**config.mk**
```make
export PLATFORM = sky130hd
export DESIGN_NAME = sim_console_mon
export DESIGN_NICKNAME = d
export VERILOG_FILES = /design/src/rtl/sim_console_mon.sv
export SDC_FILE = /design/constraint.sdc
export NUM_CORES = 1
export LEC_CHECK = 0
export BUFFER_PORTS_ARGS = -buffer_cell sky130_fd_sc_hd__buf_4
export CAP_MARGIN = 5
export CORE_ASPECT_RATIO = 1.1
export CORE_MARGIN = 2
export CORE_UTILIZATION = 49
export DETAILED_ROUTE_END_ITERATION = 8
export PLACE_DENSITY = 0.78
export SLEW_MARGIN = 20
export SYNTH_ARGS = -nofsm -noshare
export SYNTH_HDL_FRONTEND = slang
export SYNTH_SLANG_ARGS = --single-unit
```
**constraint.sdc**
```tcl
create_clock -name clk -period 8.05 [get_ports clk]
set_clock_uncertainty 0.05 [all_clocks]
set_input_delay 2.415 -clock clk [delete_from_list [all_inputs] [get_ports clk]]
set_output_delay 2.415 -clock clk [all_outputs]
set_load 0.01 [all_outputs]
```
**src/rtl/sim_console_mon.sv**
```systemverilog
// Simulation monitor: snoops AXI writes for console characters, buffers them in a FIFO,
// and raises sticky pass/fail status from write-back magic values or a no-retire watchdog.
module sim_console_mon #(
  parameter logic [31:0] CON_ADDR   = 32'h9000_0000,
  parameter int          FIFO_DEPTH = 16,
  parameter int          WD_CYC     = 5000000,
  parameter logic [63:0] PASS_VAL   = 64'h0000_0004_4433_3222,
  parameter logic [63:0] FAIL_VAL   = 64'h0000_0023_8234_8720
) (
  input  logic         clk,
  input  logic         rst,
  input  logic         awvalid,
  input  logic         awready,
  input  logic [39:0]  awaddr,
  input  logic [3:0]   awlen,
  input  logic         wvalid,
  input  logic         wready,
  input  logic         wlast,
  input  logic [127:0] wdata,
  input  logic [15:0]  wstrb,
  input  logic         retire,
  input  logic         wb0_vld,
  input  logic         wb1_vld,
  input  logic [63:0]  wb0_data,
  input  logic [63:0]  wb1_data,
  output logic         char_valid,
  output logic [7:0]   char_data,
  input  logic         char_ready,
  output logic         status_done,
  output logic         status_pass,
  output logic [1:0]   fail_code,
  output logic [15:0]  drop_cnt
);

  localparam int PTR_W = $clog2(FIFO_DEPTH);
  localparam int CNT_W = PTR_W + 1;
  localparam int WD_W  = (WD_CYC > 2) ? $clog2(WD_CYC) : 1;

  typedef enum logic [1:0] {IDLE, W_HIT, W_MISS} state_t;

  state_t state_q, state_d;

  logic [7:0]       fifo_mem [FIFO_DEPTH];
  logic [PTR_W-1:0] wr_ptr_q, wr_ptr_d, rd_ptr_q, rd_ptr_d;
  logic [CNT_W-1:0] fifo_cnt_q, fifo_cnt_d;
  logic             char_valid_q, char_valid_d;
  logic [7:0]       char_data_q, char_data_d;
  logic [15:0]      drop_cnt_q, drop_cnt_d;

  logic             wb0_vld_q, wb1_vld_q;
  logic [63:0]      wb0_data_q, wb1_data_q;

  logic [WD_W-1:0]  wd_cnt_q, wd_cnt_d;
  logic             seen_q, seen_d;

  logic             done_q, done_d;
  logic             pass_q, pass_d;
  logic [1:0]       code_q, code_d;

  logic             aw_hs, w_hs, aw_hit, hit_ctx;
  logic             ch_ok;
  logic [7:0]       ch_byte;
  logic [7:0]       lane [16];
  logic             push_req, push, pop, full, drop;
  logic             pass_hit, fail_hit, wd_term, wd_fire;

  // Only the low 32 address bits take part in the console decode.
  logic unused_addr_hi;
  assign unused_addr_hi = ^awaddr[39:32];

  genvar gi;
  generate
    for (gi = 0; gi < 16; gi++) begin : g_lane
      assign lane[gi] = wdata[8*gi +: 8];
    end
  endgenerate

  assign aw_hs  = awvalid && awready;
  assign w_hs   = wvalid && wready;
  assign aw_hit = (awlen == 4'd0) && (awaddr[31:0] == CON_ADDR);
  // A W beat is decoded after a hit AW, or alongside a hit AW in the same cycle.
  assign hit_ctx = (state_q == W_HIT) || ((state_q == IDLE) && aw_hs && aw_hit);

  always_comb begin
    state_d = state_q;
    case (state_q)
      IDLE: begin
        if (aw_hs && !(w_hs && wlast)) begin
          state_d = aw_hit ? W_HIT : W_MISS;
        end
      end
      W_HIT, W_MISS: begin
        if (w_hs && wlast) begin
          state_d = IDLE;
        end
      end
      default: state_d = IDLE;
    endcase
  end

  always_comb begin
    ch_ok   = 1'b0;
    ch_byte = 8'h00;
    case (wstrb)
      16'h000F: begin ch_ok = 1'b1; ch_byte = lane[0];  end
      16'h00F0: begin ch_ok = 1'b1; ch_byte = lane[4];  end
      16'h0F00: begin ch_ok = 1'b1; ch_byte = lane[8];  end
      16'hF000: begin ch_ok = 1'b1; ch_byte = lane[12]; end
      default: begin
        for (int k = 0; k < 16; k++) begin
          if (wstrb == (16'h0001 << k)) begin
            ch_ok   = 1'b1;
            ch_byte = lane[k];
          end
        end
      end
    endcase
  end

  assign push_req = w_hs && hit_ctx && ch_ok;
  assign pop      = char_valid_q && char_ready;
  assign full     = (fifo_cnt_q == CNT_W'(FIFO_DEPTH));
  assign push     = push_req && (!full || pop);
  assign drop     = push_req && full && !pop;

  always_comb begin
    wr_ptr_d     = wr_ptr_q + PTR_W'(push);
    rd_ptr_d     = rd_ptr_q + PTR_W'(pop);
    fifo_cnt_d   = fifo_cnt_q + CNT_W'(push) - CNT_W'(pop);
    char_valid_d = 1'b0;
    char_data_d  = 8'h00;
    if (fifo_cnt_d != '0) begin
      char_valid_d = 1'b1;
      // The new head may be the byte being written this very cycle.
      if (push && (wr_ptr_q == rd_ptr_d)) begin
        char_data_d = ch_byte;
      end else begin
        char_data_d = fifo_mem[rd_ptr_d];
      end
    end
    drop_cnt_d = drop_cnt_q;
    if (drop && (drop_cnt_q != 16'hFFFF)) begin
      drop_cnt_d = drop_cnt_q + 16'd1;
    end
  end

  always_ff @(posedge clk) begin
    if (push) begin
      fifo_mem[wr_ptr_q] <= ch_byte;
    end
  end

  assign pass_hit = (wb0_vld_q && (wb0_data_q == PASS_VAL)) ||
                    (wb1_vld_q && (wb1_data_q == PASS_VAL));
  assign fail_hit = (wb0_vld_q && (wb0_data_q == FAIL_VAL)) ||
                    (wb1_vld_q && (wb1_data_q == FAIL_VAL));

  assign wd_term = (wd_cnt_q == WD_W'(WD_CYC - 1));
  assign wd_fire = wd_term && !seen_q && !retire;

  always_comb begin
    wd_cnt_d = wd_term ? '0 : wd_cnt_q + WD_W'(1);
    seen_d   = wd_term ? 1'b0 : (seen_q || retire);
    done_d   = done_q;
    pass_d   = pass_q;
    code_d   = code_q;
    // Status is frozen once done; pass beats fail beats watchdog.
    if (!done_q) begin
      if (pass_hit) begin
        done_d = 1'b1;
        pass_d = 1'b1;
        code_d = 2'd0;
      end else if (fail_hit) begin
        done_d = 1'b1;
        code_d = 2'd1;
      end else if (wd_fire) begin
        done_d = 1'b1;
        code_d = 2'd2;
      end
    end
  end

  always_ff @(posedge clk) begin
    if (rst) begin
      state_q      <= IDLE;
      wr_ptr_q     <= '0;
      rd_ptr_q     <= '0;
      fifo_cnt_q   <= '0;
      char_valid_q <= 1'b0;
      char_data_q  <= 8'h00;
      drop_cnt_q   <= 16'h0000;
      wb0_vld_q    <= 1'b0;
      wb1_vld_q    <= 1'b0;
      wb0_data_q   <= 64'h0;
      wb1_data_q   <= 64'h0;
      wd_cnt_q     <= '0;
      seen_q       <= 1'b0;
      done_q       <= 1'b0;
      pass_q       <= 1'b0;
      code_q       <= 2'd0;
    end else begin
      state_q      <= state_d;
      wr_ptr_q     <= wr_ptr_d;
      rd_ptr_q     <= rd_ptr_d;
      fifo_cnt_q   <= fifo_cnt_d;
      char_valid_q <= char_valid_d;
      char_data_q  <= char_data_d;
      drop_cnt_q   <= drop_cnt_d;
      wb0_vld_q    <= wb0_vld;
      wb1_vld_q    <= wb1_vld;
      wb0_data_q   <= wb0_data;
      wb1_data_q   <= wb1_data;
      wd_cnt_q     <= wd_cnt_d;
      seen_q       <= seen_d;
      done_q       <= done_d;
      pass_q       <= pass_d;
      code_q       <= code_d;
    end
  end

  assign char_valid  = char_valid_q;
  assign char_data   = char_data_q;
  assign drop_cnt    = drop_cnt_q;
  assign status_done = done_q;
  assign status_pass = pass_q;
  assign fail_code   = code_q;

endmodule

```
-- Word level (Yosys, flattened, before mapping)
Memories as Yosys holds them, arrays and structs flattened. A register that Yosys moved wholly into a read port is not among the register bits.
Cells that the tools add are included.
- register bits: 190
- latch bits: 0
- RAM bits: 128
- ROM bits: 0
- bits of input ports: 327
- output and inout port bits: 29
- word-level logic and storage cells: 145
- memories: 1
- add/subtract/negate cells: 6
- multiply operators: 0
- div/mod/pow operators: 0
- order comparisons: 0
- eq/ne operators: 32
- shift-type cells: 0
- multiplexer cells: 48
- bitwise operators: 2
- reduce and logical (&&, ||, !) cells: 41
- memory list (name ; depth ; bits a word ; rd ports ; clocked after Yosys merged registers in ; wr ports ; RTL line ; text):
    fifo_mem ; 16 ; 8 ; 1 ; 1 ; 1 ; 43 ; logic [7:0] fifo_mem [FIFO_DEPTH];
- operators with widths (operator ; number):
    $eq 64x35->1 const B ; 2
    $eq 64x38->1 const B ; 2
    $mux 8 ; 16
    $eq 16x12->1 const B ; 2
    $eq 16x16->1 const B ; 2
    $eq 16x4->1 const B ; 2
    $eq 16x8->1 const B ; 2
    $eq 32x32->1 const B ; 1
    $pmux 8 s4 ; 1
    $mux 1 ; 24
    $add 23x1->23 const B ; 1
    $eq 23x23->1 const B ; 1
    $logic_and 1x1->1 ; 20
    $add 16x1->16 const B ; 1
    $eq 16x1->1 const B ; 1
    $eq 16x10->1 const B ; 1
    $eq 16x11->1 const B ; 1
    $eq 16x13->1 const B ; 1
    $eq 16x14->1 const B ; 1
    $eq 16x15->1 const B ; 1
    $eq 16x2->1 const B ; 1
    $eq 16x3->1 const B ; 1
    $eq 16x5->1 const B ; 1
    $eq 16x6->1 const B ; 1
    other kinds (23) ; 42

-- Depth between registers and ports, before layout
Gate-level depths: netlist (run 1).
- depth in word-level cells: 25
- mapped depth: 20

-- Worst setup path after synthesis (run 1)
No wires, ideal clock.
- path type: input to register
- start point: input wstrb[10]
- end point: register char_data_q[7] (netlist: char_data[7]) (read register of fifo_mem)
- library setup time: 0.115 ns
- data arrival time: 6.248 ns
- setup slack: 1.637 ns
- cell stages on the path: 20
- path through: clkbuf_1 > or4_1 > buf_2 > or4_4 > buf_6 > o311ai_4 > a2111o_4 > o21a_4 > and2_1 > a21o_1 > ha_1 > inv_1 > fa_1 > nand2b_1 > a21oi_1 > or3_1 > a41o_1 > clkinv_1 > o2111ai_1 > a21bo_2
- word-level cells in the longest chain between the ends: 25
- elaborated cells on any way between the ends: 45
- classes of those cells: 2 x add/sub; 20 x eq/ne; 17 x mux; 1 x bitwise; 5 x reduce/logical
- ends and longest elaborated chain (item ; RTL line ; text):
    start, declared ; 20 ; input logic [15:0] wstrb,
    $eq 16x1->1 ; 111 ; if (wstrb == (16'h0001 << k)) begin
    $mux 1 (16 in series) ; 111 ;
    $mux 1 * ; 104 ; case (wstrb)
    $logic_and 1x1->1 * ; 120 ; assign push_req = w_hs && hit_ctx && ch_ok;
    $logic_and 1x1->1 * ; 123 ; assign push = push_req && (!full || pop);
    $add 5x1->5 * ; 129 ; fifo_cnt_d = fifo_cnt_q + CNT_W'(push) - CNT_W'(pop);
    $sub 5x1->5 * ; 129 ;
    $reduce_bool 5->1 * ; 132 ; if (fifo_cnt_d != '0) begin
    $not 1->1 (no source line) * ; -- ;
    $reduce_or 2->1 (no source line) * ; -- ;
    end, declared ; 47 ; logic [7:0] char_data_q, char_data_d;
Every way passes the cells marked *; elsewhere a longest branch is shown, timed or not.
A chain may end at the register's enable or synchronous reset.

-- Worst setup path in the final report (run 1)
- start point: input wstrb[9]
- end point: register char_data_q[1] (netlist: char_data[1]) (read register of fifo_mem)
Same word-level chain as after synthesis.

==> impl_metrics.json, run 1 <==
{
  "status": "completed",
  "firstDrtPassIters": 6,
  "slew_violations": 0,
  "post_cts_buffers": 0,
  "hold_buffers": 0,
  "yosys.area_share.adder": 0.0121,
  "syn-cell-area_um2": 15100,
  "worst-setup-path-type": "input pin to flop",
  "cpLargestDelayFamily": "compound AO/OA/AOI/OAI gates",
  "synth_compound_area_frac": 0.125,
  "synthToLayoutAreaGrowth_pct": 27.6,
  "power_density_nw_per_um2": 201,
  "finalSetupTns_ps": 0,
  "max_slew_margin": 0.272,
  "crit_path_start_kind": "input pin",
  "cts_tree": "done",
  "gr-total-overflow": 0,
  "synth_enable_flop_cells": 128,
  "vdd_drop_max_uv": 171,
  "drt-total-wl_mm": 45.7,
  "crit_buf_inv": 3,
  "die_w_um": 171,
  "r2r_slack_ps": 3800,
  "final.min_clock_period_ps": 6710,
  "synth_seq_cells": 326,
  "insertion_delay_ps": 550,
  "hpwl_mm": 34.8,
  "worstHoldPathType": "flop to flop",
  "hold_slack_ps": 411,
  "layout.nets": 2081,
  "netlist_instances": 1400,
  "initial_core_util": 0.496,
  "syn_nets": 1741,
  "pre_cts_ws_ps": 836,
  "die_area_um2": 32100,
  "critPathArrivalTime_ps": 7120,
  "num-fill-cells": 2400,
  "holdPathStages": 2,
  "max_stage_delay_ps": 780,
  "cp.required_ps": 8460,
  "yosysSeqAreaShare": 0.519,
  "synthFlopType": "dfxtp_1",
  "critical_path.most_common_cell": "inv_1",
  "reg2reg_from": "state_q[1]",
  "min_to": "fail_code[0]",
  "synthArstFlopShare": 0,
  "pin_count": 356,
  "max_freq_mhz": 149,
  "path_clk_slew_ps": 60,
  "finalHoldViolCount": 0,
  "reg2reg_depth": 19,
  "vias": 12900,
  "clockBufferDepth": 3,
  "crit_chain": "buf_4 > or4_1 > or4_4 > o311ai_4 > a2111o_4 > o21a_4 > and2_1 > a21o_1 > ha_1 > inv_1 > fa_1 > nand2b_1 > a21oi_1 > o21ai_0 > a41o_1 > a211oi_2 > inv_1 > o21ai_1",
  "end_kind": "flop",
  "synth.distinct_cells": 89,
  "synth_xor_area_frac": 0.0204,
  "grt_pass1_vias": 12600,
  "core.rowCount": 67,
  "port_buffers": 347,
  "antenna_left": 0,
  "synth_simple_gate_area_frac": 0.244,
  "hold_start": "fail_code[0]",
  "initialDrtViolationCount": 1177,
  "ctsResizeCount": 0,
  "maxCapViolCount": 0,
  "antenna_found_initial": 1,
  "synth_top_family_by_area": "simple AND/OR/NAND/NOR gates",
  "cts_inserted_buffers": 29,
  "drive_gt1_frac": 0.292,
  "path_max_fanout": 16,
  "synthMuxAreaShare": 0.0515,
  "post_synth.cell_area_avg_um2": 10.8,
  "grt_first_pass_wirelength_mm": 69.0,
  "p_leak_nw": 7.09,
  "ys_warn_count": 0,
  "rsz0062_at_grt": "no",
  "die_y_um": 188,
  "min_period_over_period": 0.834,
  "r2r-end": "char_data[1]",
  "final_util": 0.633,
  "vias_per_cell": 5.92,
  "timing.final.ws_setup_ps": 1340,
  "cpMaxStageDelayCell": "or4_1",
  "drc": 0,
  "htreeDepth": 1,
  "drt-wirelength-per-cell_um": 21.0,
  "setup_viol_count_final": 0,
  "root_buffer": "clkbuf_16",
  "worst_pin_slew_ps": 1080,
  "clock-sinks": 326,
  "grt_max_degree": 88,
  "coreArea_um2": 30300,
  "gp_congestion": 1.05,
  "grtUsageTotal": 0.276
}
[Yosys cell counts (6+ instances only)]
library cell,instances,area [um2]
xor2_1,16,140
nand2_1,97,364
dfxtp_1,198,3960
buf_1,9,33.8
inv_1,23,86.3
nor4bb_1,6,60.1
nand4b_1,9,78.8
o22ai_1,6,37.5
or3_1,14,87.6
or4_1,11,82.6
nor2_1,97,364
nor4_1,64,400
and2_1,13,81.3
nor4b_1,21,184
nand4_1,38,238
ha_1,13,163
o211ai_1,9,67.6
clkbuf_1,55,206
nor3_1,16,80.1
and3_1,14,87.6
a21o_1,6,45.0
a22oi_1,37,278
a222oi_1,16,160
o2111ai_1,7,61.3
nand3_1,45,225
xnor2_1,19,166
nor2b_1,140,876
o21ai_0,32,160
mux4_2,33,743
o221ai_1,8,70.1
or4b_2,11,110
o31ai_1,6,45.0
nand2b_1,7,43.8
a21oi_1,40,200
edfxtp_1,128,3840
buf_2,11,55.1
a211oi_1,9,67.6
a221oi_1,12,105
a21boi_0,8,60.1
[worst reg2reg max path, delay by kind of cell (launching register included)]
| kind | cells | cell delay, ps |
|---|---|---|
| simple gates | 4 | 680 |
| buf+inv | 4 | 470 |
| fa+ha+maj | 3 | 780 |
| compound gates | 8 | 1850 |
| flops | 1 | 310 |
[per-layer routing]
metal	up-vias	track usage	wire length, um
met5	-	0	0
li1	6017	-	-
met2	682	0.483	22600
met4	0	0.149	2790
met3	147	0.0507	3600
met1	6052	0.317	16800
[how the worst max path moves through the flow]
stage	startpoint	slack [ps]	to	cells past startpoint
finish	wstrb[9]	1340	char_data[1]	18
global route	wstrb[9]	1100	char_data[1]	18
CTS	wstrb[9]	1380	char_data[3]	18
detailed placement	wstrb[9]	840	char_data[3]	18
global placement	wstrb[9]	920	char_data[1]	18
floorplan	wstrb[10]	1640	char_data[7]	20
[area by class of cell]
| type | count | area [um2] | area share |
|---|---|---|---|
| clock inverter | 14 | 154 | 0.00802 |
| multi-input combinational | 971 | 6890 | 0.359 |
| tap | 414 | 518 | 0.0270 |
| clock buffer | 40 | 828 | 0.0431 |
| inverter | 24 | 90.1 | 0.00469 |
| timing repair buffer | 388 | 2910 | 0.152 |
| sequential | 326 | 7810 | 0.407 |
| antenna | 1 | 2.50 | 0.000130 |
[flip-flops by register name (all words and copies together) (netlist names), 2 cells and up]
| register | count |
|---|---|
| wd_cnt_q | 23 |
| state_q | 2 |
| fifo_mem | 128 |
| fifo_cnt_q | 5 |
| rd_ptr_q | 4 |
| drop_cnt | 16 |
| wr_ptr_q | 4 |
| char_data | 8 |
| fail_code | 2 |
| wb1_data_q | 64 |
| wb0_data_q | 64 |
[placed cells by master (no fill, tap or decap), drive strengths merged, types with 12 or more instances in the layout]
master	synthesis	routed
buf	24	387
dfxtp	198	198
nor2b	140	140
edfxtp	128	128
nand2	97	97
nor2	97	97
nor4	68	68
nand3	45	45
clkbuf	55	41
a21oi	40	40
nand4	38	38
o21ai	38	38
a22oi	37	37
mux4	33	33
inv	23	24
nor4b	22	22
xnor2	19	19
nor3	17	17
a222oi	16	16
xor2	16	16
or3	14	14
and3	14	14
and2	13	13
or4	13	13
ha	13	13
a221oi	12	12
or4b	12	12
[kinds of logic after synthesis]
family | after synthesis
and+or+nand+nor | 634
DFF | 326
AOI/OAI and AO/OA | 252
buffers and inverters | 103
muxes | 36
xor gates and xnor gates | 35
adders and majority gates | 14
[stage by stage]
step	std cells	area (um2)	total power, mW
after floorplan	1400	15100	2.24
final	2178	19200	3.87
after CTS	2175	19200	3.89
after global placement	2121	18200	2.48
after global routing	2178	19200	4.02
after detailed placement	2121	18200	2.50
[power by group]
| group | internal, mW | leakage (nW) | switching, mW |
|---|---|---|---|
| clock | 0.816 | 0.487 | 0.579 |
| sequential | 1.77 | 2.67 | 0.0305 |
| combinational | 0.366 | 3.94 | 0.307 |
Power figures use the tool's default switching activity.
==> inputs of run 2 (changes only) <==
ABC_AREA = 1   (was default)
PLACE_DENSITY = 0.81   (was 0.78)
clock period = 5.89 ns   (was 8.05 ns; I/O delays follow)
==> run 2 against run 1 <==
Effect of this change:
- first-iteration DRC count down 3.7%
- register-to-register slack worse by 1700 ps
- design area is 1.2% higher
- worst hold slack lost 11 ps
- critical path depth grew 7
- sequential share of layout area shrank 0.49 points
- combinational power rose by 36%
- die area is 1.4% higher
- sequential power is 38% higher
- largest power group unchanged
==> impl_metrics.json, run 2 <==
{
  "status": "completed",
  "die_y_um": 189,
  "synth.largest_area_cell": "dfxtp_1",
  "cpLargestDelayFamily": "simple AND/OR/NAND/NOR gates",
  "synth_common_cells": "nor2_1 (357), inv_1 (337), nand2_1 (262)",
  "r2r-end": "char_data[2]",
  "cts_inserted_buffers": 30,
  "most-common-layout-cells": "buf_4 (372), nor2_1 (357), inv_1 (339)",
  "num-fill-cells": 2578,
  "finalHoldViolCount": 0,
  "regArea_um2": 7810,
  "setup_viol_count_final": 0,
  "clockBufferDepth": 3,
  "synthArstFlopShare": 0,
  "grtUsageTotal": 0.274,
  "p_clk_frac": 0.368,
  "syn-cell-area_um2": 15300,
  "worstHoldPathType": "flop to flop",
  "gp_congestion": 0.957,
  "hold_buffers": 0,
  "cpMaxStageDelayCell": "fa_1",
  "switchingPower_mw": 1.41,
  "firstDrtPassIters": 6,
  "synth.distinct_cells": 47,
  "p_int_mw": 3.96,
  "r2r_slack_ps": 2130,
  "pin_count": 356,
  "coreArea_um2": 30600,
  "path_max_fanout": 9,
  "hold_start": "wd_cnt_q[0]",
  "vias_per_cell": 5.16,
  "crit_path_start_kind": "input pin",
  "cp.required_ps": 6290,
  "port_buffers": 347,
  "grt_pass1_vias": 13800,
  "holdPathStages": 1,
  "min_period_over_period": 0.867,
  "syn_nets": 2266,
  "initialDrtViolationCount": 1134,
  "final.min_clock_period_ps": 5100,
  "power.share.switching": 0.262,
  "worst-setup-path-type": "input pin to flop",
  "instances_no_fill": 2719,
  "antenna_found_initial": 1,
  "dp.cells": 2662,
  "final_common_cell": "buf_4",
  "reg2reg_depth": 19,
  "maxCapViolCount": 0,
  "yosysMostFrequentCell": "nor2_1",
  "ctsResizeCount": 0,
  "drt-wirelength-per-cell_um": 16.4,
  "regMostFlops": "fifo_mem",
  "worst_pin_slew_ps": 841,
  "die_w_um": 172,
  "drc": 0,
  "yosysSeqAreaShare": 0.511,
  "largest_registers": "fifo_mem x128, wb0_data_q x64, wb1_data_q x64",
  "grt_max_degree": 82,
  "min_to": "wd_cnt_q[0]",
  "critPathArrivalTime_ps": 5510,
  "clock-sinks": 326,
  "max_stage_delay_ps": 410,
  "netlist_instances": 1925,
  "vdd_drop_max_uv": 252,
  "pwr-share-comb": 0.170,
  "layout.nets": 2621,
  "cts_tree": "done",
  "seqPwrFrac": 0.462,
  "max_slew_margin": 0.437,
  "drive_gt1_frac": 0.214,
  "synth_top_area_frac": 0.260,
  "synth_seq_cells": 326,
  "synthToLayoutAreaGrowth_pct": 27.3,
  "synth.area.top_cells": "dfxtp_1 (26%), edfxtp_1 (25%), nor2_1 (8.8%)",
  "reg2reg_from": "state_q[1]",
  "gr-total-overflow": 0,
  "insertion_delay_ps": 560,
  "grt_first_pass_wirelength_mm": 70.3,
  "antenna_left": 0,
  "path_depth": 25,
  "post_cts_buffers": 0,
  "hold_slack_ps": 400,
  "initial_core_util": 0.499,
  "drt-total-wl_mm": 44.5,
  "power_density_nw_per_um2": 276,
  "synthFlopType": "dfxtp_1",
  "rsz0062_at_grt": "no",
  "htreeDepth": 1,
  "synth_enable_flop_cells": 128,
  "ys_warn_count": 0,
  "max_freq_mhz": 196,
  "end_kind": "flop",
  "finalSetupTns_ps": 0,
  "root_buffer": "clkbuf_16",
  "multi_input_area_um2": 5970,
  "core.rowCount": 67,
  "largest_register_ffs": 128,
  "vias": 14000,
  "hpwl_mm": 34.2,
  "path_clk_slew_ps": 60,
  "post_synth.cell_area_avg_um2": 7.93,
  "crit_buf_inv": 6,
  "slew_violations": 0,
  "die_area_um2": 32600,
  "p_leak_nw": 8.84
}
-- run 2: changes by cell type in the layout (fill, tap and decap cells not counted), sizes merged, moves of 18 or more --
cell | before | now
inv | 24 | 344
nor2 | 97 | 373
nand2 | 97 | 271
nor2b | 140 | 0
o21ai | 38 | 137
nand3 | 45 | 93
a22oi | 37 | 0
mux4 | 33 | 0
or2 | 5 | 38
nor4 | 68 | 39
nor4b | 22 | 1
nor3 | 17 | 37
nand4 | 38 | 57
o22ai | 6 | 24
-- run 2: layout make-up --
| cell class | instances | area share |
|---|---|---|
| Multi-Input combinational cell | 1203 | 0.307 |
| Tap cell | 414 | 0.0267 |
| Sequential cell | 326 | 0.402 |
| Clock inverter | 16 | 0.00869 |
| Inverter | 346 | 0.0668 |
| Antenna cell | 1 | 0.000129 |
| Timing Repair Buffer | 373 | 0.145 |
| Clock buffer | 40 | 0.0442 |
-- run 2: logic make-up after synthesis --
group,after synthesis,share of synthesized area
AOI/OAI and AO/OA,255,0.0942
buffers and inverters,396,0.0977
xor gates and xnor gates,14,0.00803
and+or+nand+nor,920,0.277
adders and majority gates,14,0.0120
DFF,326,0.511
-- run 2: power by group through the flow --
stage | Clock, mW | Combinational, mW | Sequential (mW)
floorplan | 0 | 0.487 | 2.53
global placement | 0 | 0.873 | 2.52
detailed placement | 0 | 0.898 | 2.53
CTS | 2.00 | 0.909 | 2.48
global route | 2.08 | 1.01 | 2.49
finish | 1.98 | 0.912 | 2.48
-- run 2: how the worst max path moves through the flow --
stage,endpoint,startpoint
global placement,char_data[1],wstrb[12]
detailed placement,char_data[2],wstrb[8]
CTS,char_data[2],wstrb[8]
floorplan,char_data[0],wstrb[14]
global route,char_data[2],wstrb[12]
finish,char_data[2],wstrb[8]
-- run 2: routing by layer --
layer	vias up	global-route usage	wire [um]
li1	6953	-	-
met1	6467	0.340	18000
met2	520	0.491	22300
met3	81	0.0383	2910
met4	0	0.0873	1320
met5	-	0	0
-- run 2: metrics by stage --
step	setup slack (ps)	area (um2)	power [mW]	util
after floorplan	1120	15300	3.01	-
after global placement	445	18400	3.40	0.601
after detailed placement	326	18400	3.43	0.601
after CTS	842	19400	5.39	0.635
after global routing	449	19400	5.58	0.635
final	786	19400	5.37	0.635
